<file path="config.mk">
export PLATFORM = sky130hd
export DESIGN_NAME = mlp_train_sched_flat
export DESIGN_NICKNAME = d
export VERILOG_FILES = /design/src/rtl/mlp_pkg.sv /design/src/rtl/mlp_train_sched_if.sv /design/src/rtl/mlp_sched_cnt.sv /design/src/rtl/mlp_train_sched.sv /design/src/flat_wrapper.sv
export SDC_FILE = /design/constraint.sdc
export NUM_CORES = 1
export LEC_CHECK = 0
export ABC_AREA = 1
export BUFFER_PORTS_ARGS = -buffer_cell sky130_fd_sc_hd__buf_2
export CAP_MARGIN = 25
export CORE_AREA = 2 2 81 60
export DETAILED_ROUTE_END_ITERATION = 16
export DIE_AREA = 0 0 83 62
export HOLD_SLACK_MARGIN = 0.08
export PLACE_DENSITY = 0.77
export SETUP_SLACK_MARGIN = 0.3
export SLEW_MARGIN = 20
export SYNTH_ARGS = -nofsm -noshare
export SYNTH_HDL_FRONTEND = slang
export SYNTH_SLANG_ARGS = --single-unit
</file>
<file path="constraint.sdc">
create_clock -name clk -period 2.1 [get_ports clk]
set_input_delay 0.525 -clock clk [delete_from_list [all_inputs] [get_ports clk]]
set_output_delay 0.525 -clock clk [all_outputs]
set_load 0.01 [all_outputs]
</file>
<file path="src/rtl/mlp_pkg.sv">
// rtl/mlp_pkg.sv - shared types and constants for the MLP classifier slice
package mlp_pkg;

    localparam int PIX        = 16;
    localparam int SETTLE_DEF = 3;

    typedef enum logic [2:0] {
        S_IDLE   = 3'd0,
        S_FETCH  = 3'd1,
        S_APPLY  = 3'd2,
        S_JUDGE  = 3'd3,
        S_UPDATE = 3'd4,
        S_EPEND  = 3'd5
    } sched_state_t;

endpackage

</file>
<file path="src/rtl/mlp_train_sched_if.sv">
// rtl/mlp_train_sched_if.sv - sample store and MLP side bus of the training scheduler
interface mlp_train_sched_if
    import mlp_pkg::*;
#(
    parameter int AW = 4
);
    logic [AW-1:0]  smp_addr;
    logic [PIX-1:0] smp_x;
    logic           smp_is_O;
    logic [PIX-1:0] x;
    logic           is_O;
    logic           learn;
    logic           y;

    modport master (
        output smp_addr, x, is_O, learn,
        input  smp_x, smp_is_O, y
    );

    modport slave (
        input  smp_addr, x, is_O, learn,
        output smp_x, smp_is_O, y
    );
endinterface

</file>
<file path="src/rtl/mlp_sched_cnt.sv">
// rtl/mlp_sched_cnt.sv - loadable down-counter with zero flag
module mlp_sched_cnt #(
    parameter int W = 2
) (
    input  logic         clk,
    input  logic         rst,
    input  logic         load,
    input  logic [W-1:0] load_val,
    input  logic         dec,
    output logic [W-1:0] cnt,
    output logic         zero
);
    always_ff @(posedge clk) begin
        if (rst)
            cnt <= '0;
        else if (load)
            cnt <= load_val;
        else if (dec && cnt != '0)
            cnt <= cnt - 1'b1;
    end

    assign zero = (cnt == '0);
endmodule

</file>
<file path="src/rtl/mlp_train_sched.sv">
// rtl/mlp_train_sched.sv - epoch/sample sequencer driving the O/X MLP training loop
module mlp_train_sched
    import mlp_pkg::*;
#(
    parameter int NSMP   = 16,
    parameter int AW     = 4,
    parameter int SETTLE = SETTLE_DEF,
    parameter int MAX_EP = 64,
    parameter int EW     = 8
) (
    input  logic          clk,
    input  logic          rst,
    input  logic          start,
    input  logic          abort,
    input  logic          mode,
    mlp_train_sched_if.master bus,
    output logic          busy,
    output logic          done,
    output logic          converged,
    output logic [EW-1:0] epoch_cnt,
    output logic [AW:0]   err_cnt
);
    localparam int CW = $clog2(SETTLE + 1);
    localparam logic [CW-1:0] HOLD_LOAD = CW'(SETTLE - 1);
    localparam logic [AW:0]   ERR_MAX   = '1;
    localparam logic [EW-1:0] EP_MAX    = '1;

    sched_state_t state, state_nx;
    logic          mode_q;
    logic          miss_q;
    logic [CW-1:0] hold_cnt;
    logic          hold_zero;
    logic          cnt_load, cnt_dec, x_load;
    logic          last_smp, run_end;

    assign last_smp = (bus.smp_addr == AW'(NSMP - 1));
    assign run_end  = (err_cnt == '0) || mode_q ||
                      (({1'b0, epoch_cnt} + (EW+1)'(1)) == (EW+1)'(MAX_EP));

    mlp_sched_cnt #(.W(CW)) u_hold (
        .clk      (clk),
        .rst      (rst),
        .load     (cnt_load),
        .load_val (HOLD_LOAD),
        .dec      (cnt_dec),
        .cnt      (hold_cnt),
        .zero     (hold_zero)
    );

    always_ff @(posedge clk) begin
        if (rst) state <= S_IDLE;
        else     state <= state_nx;
    end

    always_comb begin
        state_nx = state;
        if (abort && state != S_IDLE) begin
            state_nx = S_IDLE;
        end else begin
            case (state)
                S_IDLE:   if (start && !abort) state_nx = S_FETCH;
                S_FETCH:  state_nx = S_APPLY;
                S_APPLY:  if (hold_zero) state_nx = S_JUDGE;
                S_JUDGE:  state_nx = S_UPDATE;
                S_UPDATE: state_nx = last_smp ? S_EPEND : S_FETCH;
                S_EPEND:  state_nx = run_end ? S_IDLE : S_FETCH;
                default:  state_nx = S_IDLE;
            endcase
        end
    end

    // The hold counter still reads its load value only on the first APPLY cycle,
    // which is when the synchronous sample read has become valid.
    always_comb begin
        cnt_load  = (state == S_FETCH);
        cnt_dec   = (state == S_APPLY);
        x_load    = (state == S_APPLY) && (hold_cnt == HOLD_LOAD);
        bus.learn = (state == S_UPDATE) && miss_q && !mode_q && !abort && !rst;
    end

    always_ff @(posedge clk) begin
        if (rst) begin
            mode_q       <= 1'b0;
            miss_q       <= 1'b0;
            busy         <= 1'b0;
            done         <= 1'b0;
            converged    <= 1'b0;
            epoch_cnt    <= '0;
            err_cnt      <= '0;
            bus.smp_addr <= '0;
            bus.x        <= '0;
            bus.is_O     <= 1'b0;
        end else begin
            done <= 1'b0;
            if (abort && state != S_IDLE) begin
                busy      <= 1'b0;
                done      <= 1'b1;
                converged <= 1'b0;
            end else begin
                case (state)
                    S_IDLE: if (start && !abort) begin
                        mode_q       <= mode;
                        epoch_cnt    <= '0;
                        err_cnt      <= '0;
                        converged    <= 1'b0;
                        bus.smp_addr <= '0;
                        busy         <= 1'b1;
                    end
                    S_APPLY: if (x_load) begin
                        bus.x    <= bus.smp_x;
                        bus.is_O <= bus.smp_is_O;
                    end
                    S_JUDGE: begin
                        miss_q <= (bus.y != bus.is_O);
                        if (bus.y != bus.is_O && err_cnt != ERR_MAX)
                            err_cnt <= err_cnt + 1'b1;
                    end
                    S_UPDATE: if (!last_smp) bus.smp_addr <= bus.smp_addr + 1'b1;
                    S_EPEND: begin
                        if (epoch_cnt != EP_MAX) epoch_cnt <= epoch_cnt + 1'b1;
                        if (run_end) begin
                            converged <= (err_cnt == '0);
                            done      <= 1'b1;
                            busy      <= 1'b0;
                        end else begin
                            err_cnt      <= '0;
                            bus.smp_addr <= '0;
                        end
                    end
                    default: ;
                endcase
            end
        end
    end
endmodule

</file>
<file path="src/flat_wrapper.sv">
// flat-port wrapper written by rule: the top's interface ports become plain ports
module mlp_train_sched_flat import mlp_pkg::*;
#(
    parameter int NSMP   = 16,
    parameter int AW     = 4,
    parameter int SETTLE = SETTLE_DEF,
    parameter int MAX_EP = 64,
    parameter int EW     = 8
)
  (clk, rst, start, abort, mode, busy, done, converged, epoch_cnt, err_cnt, bus_smp_addr, bus_x, bus_is_O, bus_learn, bus_smp_x, bus_smp_is_O, bus_y);
  mlp_train_sched_if #(.AW(AW)) bus_i ();
  input  logic clk;
  input  logic rst;
  input  logic start;
  input  logic abort;
  input  logic mode;
  output logic busy;
  output logic done;
  output logic converged;
  output logic [EW-1:0] epoch_cnt;
  output logic [AW:0] err_cnt;
  output wire logic [$bits(bus_i.smp_addr)-1:0] bus_smp_addr;
  output wire logic [$bits(bus_i.x)-1:0] bus_x;
  output wire logic [$bits(bus_i.is_O)-1:0] bus_is_O;
  output wire logic [$bits(bus_i.learn)-1:0] bus_learn;
  input wire logic [$bits(bus_i.smp_x)-1:0] bus_smp_x;
  input wire logic [$bits(bus_i.smp_is_O)-1:0] bus_smp_is_O;
  input wire logic [$bits(bus_i.y)-1:0] bus_y;
  assign bus_smp_addr = bus_i.smp_addr;
  assign bus_x = bus_i.x;
  assign bus_is_O = bus_i.is_O;
  assign bus_learn = bus_i.learn;
  assign bus_i.smp_x = bus_smp_x;
  assign bus_i.smp_is_O = bus_smp_is_O;
  assign bus_i.y = bus_y;
  mlp_train_sched #(.NSMP(NSMP), .AW(AW), .SETTLE(SETTLE), .MAX_EP(MAX_EP), .EW(EW)) u_core (.clk(clk), .rst(rst), .start(start), .abort(abort), .mode(mode), .bus(bus_i), .busy(busy), .done(done), .converged(converged), .epoch_cnt(epoch_cnt), .err_cnt(err_cnt));
endmodule
</file>
==> impl_metrics.json, run 1 <==
{
  "ys_types": 33,
  "die_area_um2": 5150,
  "cts-htree-levels": 2,
  "power.density_nw_per_um2": 924,
  "path_class": "register to output pin",
  "hpwl_um": 3850,
  "grt_pass1_vias": 1803,
  "clock_skew_ns": 0.00378,
  "io_pins": 61,
  "drtIter0Drc": 160,
  "drive_above_1_share_pct": 34.6,
  "switchingPower_mw": 0.978,
  "hold_ws_ns": 0.472,
  "clkTransAtPathRegs_ns": 0.08,
  "antenna_found_initial": 0,
  "p_clk_share_pct": 24.7,
  "grt_use_met3_pct": 4.10,
  "leakage_nw": 1.22,
  "num_rows": 21,
  "grt_start_max_net_pins": 25,
  "dpl_cell_area_um2": 2520,
  "fin_nets": 396,
  "netSwitchingFraction_pct": 37.5,
  "ff2ff_path_depth": 10,
  "finalHoldViolCount": 0,
  "die_w_um": 83,
  "min_from": "bus_smp_x[7]",
  "finalMaxSlewViolations": 0,
  "sequentialPowerShare_pct": 40.2,
  "grt_pass1_wl_um": 8090,
  "r2r_end": "u_core.busy",
  "drt_first_pass_iters": 5,
  "cp-start-kind": "register",
  "synth.avg_cell_area_um2": 7.24,
  "ctsHoldBuffers": 0,
  "crit_fanout": 6,
  "synth_fp_nets": 331,
  "top_usage_layer": "met2",
  "maxCapViolations": 0,
  "vias": 2180,
  "slew_headroom_pct": 60.4,
  "grt.met1_usage_pct": 27.4,
  "utilization_pct": 62.9,
  "finalSetupViolCount": 0,
  "hp-class": "input port to register",
  "ir_worst_vdd_mv": 0.623,
  "initial_utilization_pct": 48.5,
  "tightest_slew_ns": 0.593,
  "synth-seq-cells": 44,
  "max_freq_mhz": 583,
  "fin_tns_setup_ns": 0,
  "cts_inserted_buffers": 5,
  "timing.rr.start": "u_core.epoch_cnt[1]",
  "cts_tree": "done",
  "yosys_warnings": 0,
  "rsz0062_at_grt": "yes",
  "holdPathStages": 3,
  "clkSinkCount": 44,
  "grt_util_all_layers_pct": 19.6,
  "syn_area_um2": 2180,
  "clk_latency_ns": 0.29,
  "dpl.cell_count": 412,
  "grt_overflow": 0,
  "combPwrFrac_pct": 35.1,
  "end_kind": "output pin",
  "routedWlPerCell_um": 12.6,
  "die-height_um": 62,
  "ys_seq_area_share_pct": 40.4,
  "use_met2_pct": 31.1,
  "r2r_slack_ns": 0.40,
  "fin_area_um2": 2830,
  "syn-instance-count": 301,
  "postRouteAntennaNets": 0,
  "hold_path_end": "u_core.bus.x[7]",
  "layout.cells.non_filler": 424,
  "fin_crit_ns": 1.71,
  "portBuffers": 60,
  "layout_commonest_cell": "buf_2",
  "worstPathRequired_ns": 1.57,
  "wl_um": 5340,
  "finalCritPeriodShare_pct": 81.6,
  "num_antenna_cells": 0,
  "drc": 0,
  "clock-root-buffer": "clkbuf_8",
  "core_area_um2": 4490,
  "ctsLongestPathBuffers": 2,
  "post_drt_via_cell_ratio": 5.14,
  "cp.arrival_ns": 1.19,
  "outcome": "complete, no violations",
  "most-common-layout-cells": "60 x buf_2, 55 x nor2_1, 39 x nand2_1",
  "gp_congestion": 0.857,
  "area_growth_pct": 29.7,
  "p_int_mw": 1.63
}
## per-stage QoR
| step | total power [mW] | setup WS (ns) |
|---|---|---|
| after floorplan | 1.64 | 0.401 |
| after global placement | 1.84 | 0.259 |
| after detailed placement | 1.85 | 0.218 |
| after CTS | 2.53 | 0.305 |
| after global routing | 2.77 | 0.242 |
| final | 2.61 | 0.386 |
## worst max path at each step
stage                              startpoint                      to  slack [ns]
after floorplan             u_core.err_cnt[0]       u_core.err_cnt[0]        0.40
after global placement    u_core.epoch_cnt[1]  u_core.bus.smp_addr[1]        0.26
after detailed placement  u_core.epoch_cnt[1]  u_core.bus.smp_addr[1]        0.22
after CTS                 u_core.epoch_cnt[1]       u_core.err_cnt[3]        0.31
after global routing      u_core.epoch_cnt[2]       u_core.err_cnt[3]        0.24
final                         u_core.state[0]               bus_learn        0.39
## cell families after synthesis
| kind of cell | count (synthesis) | synth area share (%) |
|---|---|---|
| adder cells (fa/ha/maj) | 7 | 4.02 |
| AO/OA/AOI/OAI | 55 | 14.7 |
| XOR/XNOR | 4 | 1.61 |
| AND/OR/NAND/NOR | 146 | 30.7 |
| buffers and inverters | 45 | 8.50 |
| flip-flops | 44 | 40.4 |
## area by class of cell
class / instances / area, um2
Fill cell: 393 / 1670
Multi-Input combinational cell: 212 / 1240
Sequential cell: 44 / 913
Timing Repair Buffer: 67 / 353
Inverter: 36 / 136
Tap cell: 57 / 71.3
Clock buffer: 5 / 68.8
Clock inverter: 3 / 42.5
## Yosys cell counts
master	instances	area share, %
xnor2_1	2	0.80
nor2_2	5	1.4
nor3_1	3	0.69
nand2_1	41	7.1
o31ai_1	1	0.34
a21oi_1	22	5.1
ha_1	7	4.0
nand2_2	3	0.86
dfxtp_1	44	40
a211oi_2	3	1.7
buf_2	3	0.69
or2_2	1	0.29
o31ai_2	1	0.57
inv_2	7	1.2
inv_1	28	4.8
nand2_4	1	0.52
nor2_1	57	9.8
a31oi_1	1	0.29
buf_1	2	0.34
nand4_1	12	3.4
a41oi_1	1	0.40
nor3b_1	1	0.34
xor2_1	2	0.80
clkbuf_1	2	0.34
nand3_1	16	3.7
nand3_2	5	2.3
nor4_1	1	0.29
buf_6	1	0.52
clkinv_2	1	0.23
o21ai_1	3	0.69
o21ai_0	21	4.8
a21oi_2	2	0.80
buf_4	1	0.34
## critical path, stage by stage (launching register included)
cell and delay [ns]:
dfxtp_4 0.38, nor2_4 0.15, nand2_4 0.07, nor3_2 0.15
buf_2 0.16
## sequential cells by signal (all words and copies together) (netlist names)
register / count
u_core.err_cnt: 5
u_core.converged: 1
u_core.bus.x: 16
u_core.bus.is_O: 1
u_core.state: 3
u_core.busy: 1
u_core.u_hold.cnt: 2
u_core.mode_q: 1
u_core.epoch_cnt: 8
u_core.bus.smp_addr: 4
u_core.miss_q: 1
u_core.done: 1
## metal layers
layer	wire length (um)	share of wire (%)	vias up
met4	45	0.84	0
met5	0	0	-
met3	265	5.0	7
met1	2520	47	995
met2	2510	47	61
li1	-	-	1117
## power by group through the flow
stage	Clock, mW	Combinational, mW	Sequential [mW]
2_1_floorplan	0	0.564	1.07
3_3_place_gp	0	0.789	1.05
3_5_place_dp	0	0.796	1.05
4_1_cts	0.656	0.832	1.05
5_1_grt	0.687	1.02	1.06
6_report	0.645	0.916	1.05
## what timing repair did
| action | 4_1_cts | 5_1_grt |
|---|---|---|
| resized for setup | 9 | 33 |
| pin swaps | 2 | 8 |
| setup buffers | 1 | 3 |
| setup endpoints to repair | 13 | 21 |
Power figures use the tool's default switching activity.
==> run 2: changes to the inputs <==
==> constraint.sdc (replaced) <==
create_clock -name clk -period 1.6 [get_ports clk]
set_input_delay 0.4 -clock clk [delete_from_list [all_inputs] [get_ports clk]]
set_output_delay 0.4 -clock clk [all_outputs]
set_load 0.01 [all_outputs]
==> run 2 against run 1 <==
  * Die area unchanged
  * First-iteration DRC count increased by 68%
  * Count of clock-buffer cells in the layout unchanged
  * The flow now finishes with violations (negative setup slack)
  * Sequential power increased by 35%
  * Clock skew increased by 0.0043 ns
==> impl_metrics.json, run 2 (synthesized netlist as in run 1, its figures left out) <==
{
  "core_area_um2": 4490,
  "r2r_slack_ns": -0.33,
  "ctsLongestPathBuffers": 2,
  "grt_util_all_layers_pct": 24.9,
  "top_usage_layer": "met2",
  "cts_inserted_buffers": 5,
  "initial_utilization_pct": 48.5,
  "area_growth_pct": 71.8,
  "vias": 2806,
  "finalMaxSlewViolations": 0,
  "wl_um": 9890,
  "grt_start_max_net_pins": 18,
  "rsz0062_at_grt": "yes",
  "min_from": "bus_smp_x[5]",
  "finalHoldViolCount": 0,
  "cts_tree": "done",
  "die_area_um2": 5150,
  "dpl_cell_area_um2": 2680,
  "die-height_um": 62,
  "drive_above_1_share_pct": 60.2,
  "portBuffers": 60,
  "die_w_um": 83,
  "antenna_found_initial": 0,
  "outcome": "finished, violations left",
  "layout_setup_ws_ns": -0.335,
  "finalSetupViolCount": 31,
  "r2r_end": "u_core.err_cnt[1]",
  "finalCritPeriodShare_pct": 121,
  "post_drt_via_cell_ratio": 6.05,
  "drt_first_pass_iters": 5,
  "io_pins": 61,
  "most-common-layout-cells": "55 x buf_2, 42 x nor2_1, 27 x nand2_1, 27 x dfxtp_1",
  "timing.rr.start": "u_core.epoch_cnt[1]",
  "grt_overflow": 0,
  "leakage_nw": 1.58,
  "place_ws_ns": -0.0449,
  "hp-class": "input port to register",
  "cts-htree-levels": 2,
  "worstPathRequired_ns": 1.82,
  "hold_path_end": "u_core.bus.x[5]",
  "slew_headroom_pct": 72.0,
  "grt_pass1_vias": 2112,
  "layout_commonest_cell": "buf_2",
  "violations": "negative setup slack",
  "gp_congestion": 0.828,
  "num_rows": 21,
  "max_freq_mhz": 517,
  "ff2ff_path_depth": 10,
  "grt.met1_usage_pct": 33.4,
  "cp.arrival_ns": 2.15,
  "cp-start-kind": "register",
  "power.density_nw_per_um2": 1210,
  "top_register": "u_core.bus.x",
  "maxCapViolations": 0,
  "clkSinkCount": 44,
  "num_antenna_cells": 0,
  "path_class": "register to register",
  "drc": 0,
  "clock_skew_ns": 0.00803,
  "routedWlPerCell_um": 21.3,
  "hpwl_um": 3940,
  "fin_area_um2": 3740,
  "postRouteAntennaNets": 0,
  "reg.largest.list": "u_core.bus.x (16), u_core.epoch_cnt (8), u_core.err_cnt (5)",
  "largest_reg_flops": 16,
  "num-fill-cells": 209,
  "holdPathStages": 3,
  "hold_ws_ns": 0.318,
  "ir_worst_vdd_mv": 0.827,
  "grt_pass1_wl_um": 10100,
  "tightest_slew_ns": 0.420,
  "fin_crit_ns": 1.93,
  "clock-root-buffer": "clkbuf_8",
  "end_kind": "register",
  "grt_use_met3_pct": 6.08,
  "use_met2_pct": 40.0,
  "clkTransAtPathRegs_ns": 0.10,
  "drtIter0Drc": 268,
  "fin_nets": 436,
  "crit_fanout": 6,
  "clk_latency_ns": 0.31
}
==> run 2: changes by cell type in the layout (fill, tap and decap cells not counted), sizes merged <==
cell | previous run | this run
nand2 | 45 | 46
clkinvlp | 1 | 0
buf | 67 | 104
inv | 35 | 38
==> run 2: report_power, final <==
| group | internal (mW) | switching [mW] | leakage [nW] | total [mW] |
|---|---|---|---|---|
| logic | 0.904 | 1.32 | 1.16 | 2.22 |
| registers | 1.25 | 0.162 | 0.368 | 1.42 |
| clock network | 0.472 | 0.431 | 0.0591 | 0.904 |
==> run 2: what timing repair did <==
item                       CTS  global route
setup endpoints to repair   44            52
cloned                       3             2
setup buffers                7            18
resized for setup           56           135
hold buffers                 0             0
pin swaps                    5            38
==> run 2: area by class of cell <==
| class | instances | area, um2 | area share [%] |
|---|---|---|---|
| inverters | 36 | 165 | 4.41 |
| clock inverters | 3 | 45.0 | 1.20 |
| repair buffers | 104 | 798 | 21.3 |
| multi-input cells | 213 | 1640 | 43.8 |
| well taps | 57 | 71.3 | 1.91 |
| clock buffers | 5 | 68.8 | 1.84 |
| flip-flops and latches | 44 | 930 | 24.8 |
| repair inverters | 2 | 25.0 | 0.669 |
==> run 2: how the worst max path moves through the flow <==
| stage | from | end | slack [ns] | cells after the start |
|---|---|---|---|---|
| CTS | u_core.epoch_cnt[0] | u_core.err_cnt[1] | 0.00002 | 11 |
| global route | u_core.epoch_cnt[1] | u_core.err_cnt[1] | -0.43 | 10 |
| finish | u_core.epoch_cnt[1] | u_core.err_cnt[1] | -0.33 | 10 |
| floorplan | u_core.epoch_cnt[0] | u_core.err_cnt[0] | 0.07 | 10 |
| global placement | u_core.epoch_cnt[0] | u_core.err_cnt[4] | 0.004 | 11 |
| detailed placement | u_core.epoch_cnt[0] | u_core.err_cnt[1] | -0.04 | 11 |
==> run 2: stage by stage <==
step	setup TNS (ns)	utilization [%]	instances	power (mW)
after global placement	0	59.5	426	2.50
after CTS	0	68.6	444	3.71
final	-3.79	83.3	464	4.54
after global routing	-5.40	83.3	464	4.69
after floorplan	0	-	301	2.20
after detailed placement	-0.128	59.5	426	2.54
==> run 2: layer usage <==
layer | vias to the layer above | wire length (um)
met2 | 216 | 4640
met1 | 1308 | 3870
met4 | 0 | 557
met5 | - | 0
li1 | 1209 | -
met3 | 73 | 831
==> run 2: critical path, stage by stage (launching register included) <==
cell	delay, ns
dfxtp_4	0.40
ha_4	0.18
nand3_4	0.10
nor2_4	0.14
xor2_2	0.25
nand3_2	0.14
nand2_2	0.15
nand2_2	0.13
nand4_1	0.13
nand2_1	0.07
nor2_1	0.16
==> run 3: changes to the inputs <==
--- a/config.mk
+++ b/config.mk
@@ -8,11 +8,11 @@
 export ABC_AREA = 1
 export BUFFER_PORTS_ARGS = -buffer_cell sky130_fd_sc_hd__buf_2
 export CAP_MARGIN = 25
-export CORE_AREA = 2 2 81 60
+export CORE_AREA = 2 2 85 62
 export DETAILED_ROUTE_END_ITERATION = 16
-export DIE_AREA = 0 0 83 62
+export DIE_AREA = 0 0 87 64
 export HOLD_SLACK_MARGIN = 0.08
-export PLACE_DENSITY = 0.77
+export PLACE_DENSITY = 0.75
 export SETUP_SLACK_MARGIN = 0.3
 export SLEW_MARGIN = 20
 export SYNTH_ARGS = -nofsm -noshare
==> constraint.sdc (replaced) <==
create_clock -name clk -period 1.7 [get_ports clk]
set_input_delay 0.425 -clock clk [delete_from_list [all_inputs] [get_ports clk]]
set_output_delay 0.425 -clock clk [all_outputs]
set_load 0.01 [all_outputs]
==> run 3 against run 2 <==
  * The run still ends with negative setup slack left
  * Non-clock buffer count decreased by 3
  * Hold slack improved by 0.033 ns
  * Via count is 0.75% lower
  * Clock power is 5.5% lower
  * Routed wire length is 6.2% lower
  * Critical path type unchanged
  * Sequential share of layout area increased by 0.50 points
  * Largest cell class unchanged
  * Highest routed layer unchanged
  * Fmax rose by 4.7%
==> impl_metrics.json, run 3 (synthesized netlist as in run 1, its figures left out) <==
{
  "clk_latency_ns": 0.32,
  "most-common-layout-cells": "60 x buf_2, 36 x nor2_1, 31 x buf_4, 31 x dfxtp_1, 24 x nand2_1",
  "hp-class": "input port to register",
  "grt_overflow": 0,
  "worstPathRequired_ns": 1.92,
  "finalMaxSlewViolations": 0,
  "slew_headroom_pct": 63.9,
  "num-fill-cells": 265,
  "ctsLongestPathBuffers": 2,
  "cpMostUsedCell": "nand2_1",
  "die_area_um2": 5570,
  "multi_input_area_um2": 1640,
  "postRouteAntennaNets": 0,
  "critPathTopFamily": "simple AND/OR/NAND/NOR gates",
  "io_pins": 61,
  "utilization_pct": 77.0,
  "fin_tns_setup_ns": -0.331,
  "post_drt_via_cell_ratio": 6.04,
  "die-height_um": 64,
  "portBuffers": 60,
  "vias": 2785,
  "crit_fanout": 7,
  "largest_reg_flops": 16,
  "num_antenna_cells": 0,
  "finalHoldViolCount": 0,
  "end_kind": "register",
  "grt_util_all_layers_pct": 23.7,
  "ff_latch_area_um2": 917,
  "fin_nets": 433,
  "die_w_um": 87,
  "routedWlPerCell_um": 20.1,
  "clkSinkCount": 44,
  "grt_pass1_vias": 2271,
  "power.density_nw_per_um2": 1150,
  "cts_tree": "done",
  "grt_start_max_net_pins": 20,
  "fin_crit_ns": 1.85,
  "max_freq_mhz": 541,
  "drtIter0Drc": 307,
  "cts-htree-levels": 2,
  "finalSetupViolCount": 9,
  "area_growth_pct": 66.2,
  "maxCapViolations": 0,
  "drive_above_1_share_pct": 57.7,
  "num_rows": 21,
  "layout_setup_ws_ns": -0.147,
  "leakage_nw": 1.52,
  "initial_utilization_pct": 46.3,
  "reg.largest.list": "u_core.bus.x (16), u_core.epoch_cnt (8), u_core.err_cnt (5)",
  "violations": "negative setup slack",
  "clock_skew_ns": 0.0137,
  "core_area_um2": 4700,
  "grt_pass1_wl_um": 10400,
  "cts_inserted_buffers": 5,
  "ctsHoldBuffers": 0,
  "clock-root-buffer": "clkbuf_8",
  "clkTransAtPathRegs_ns": 0.10,
  "path_class": "register to register",
  "antenna_found_initial": 0,
  "layout_commonest_cell": "buf_2",
  "cp.arrival_ns": 2.07,
  "drc": 0,
  "tightest_slew_ns": 0.536,
  "drt_first_pass_iters": 4,
  "outcome": "finished, violations left",
  "hpwl_um": 4080,
  "crit_buf_inv": 1,
  "max_stage_delay_ns": 0.36,
  "critPathSlowestCell": "dfxtp_2",
  "gp_congestion": 0.876,
  "wl_um": 9280,
  "top_register": "u_core.bus.x",
  "worstPathCellList": "buf_4 -> nand2_1 -> nor2_1 -> nand2_1 -> nand2_1 -> nor2_2 -> nand3_2 -> nand2_4 -> nand2_8 -> nand3_4 -> nand2_2 -> nand2_1 -> nor2_1",
  "cp-start-kind": "register",
  "finalCritPeriodShare_pct": 109,
  "rsz0062_at_grt": "yes",
  "ir_worst_vdd_mv": 0.658
}
==> run 3: stage by stage <==
stage	cells	power (mW)	hold WS (ns)	instance area, um2	setup slack [ns]
2_1_floorplan	301	2.07	0.435	2230	0.168
3_3_place_gp	416	2.35	0.446	2620	0.0798
3_5_place_dp	416	2.37	0.465	2620	-0.0152
4_1_cts	447	3.52	0.353	3110	0.0691
5_1_grt	461	4.30	0.370	3620	-0.243
6_report	461	4.15	0.351	3620	-0.147
==> run 3: cell type report <==
class,count,area share [%]
inverters,36,4.63
repair inverters,2,1.28
flip-flops and latches,44,25.3
repair buffers,101,18.3
clock buffers,5,1.90
clock inverters,3,1.24
well taps,57,1.97
multi-input cells,213,45.3
==> run 3: tightest hold or removal path, cell delays in order <==
cell and delay (ns):
buf_2 0.09, o21ai_2 0.05, nor2_1 0.07
==> run 3: worst paths after layout <==
kind                        from                end  slack, ns  cells past startpoint
max          u_core.epoch_cnt[4]  u_core.err_cnt[1]      -0.15                     13
min                 bus_smp_x[2]    u_core.bus.x[2]       0.35                      3
max reg2reg  u_core.epoch_cnt[4]  u_core.err_cnt[1]      -0.15                     13
min reg2reg          u_core.busy        u_core.busy       0.48                      2
==> run 3: repair_timing <==
item / 4_1_cts / 5_1_grt
gates resized for setup: 72 / 101
gates cloned: 2 / 2
setup endpoints to repair: 39 / 42
pin swaps: 12 / 39
hold endpoints to repair: 0 / 0
setup buffers: 21 / 12
==> run 3: routing by layer <==
layer	share of wire, %	vias to the layer above	track usage (%)
met5	0	-	0
met3	8.6	54	4.39
met4	4.7	0	9.96
met2	48	213	38.2
li1	-	1196	-
met1	38	1322	31.0
==> run 3: report_power, final <==
group	switching [mW]	total [mW]	leakage, nW	internal [mW]
Clock	0.409	0.854	0.0591	0.444
Sequential	0.161	1.34	0.365	1.17
Combinational	1.18	1.96	1.10	0.780
Total	1.75	4.15	1.52	2.40
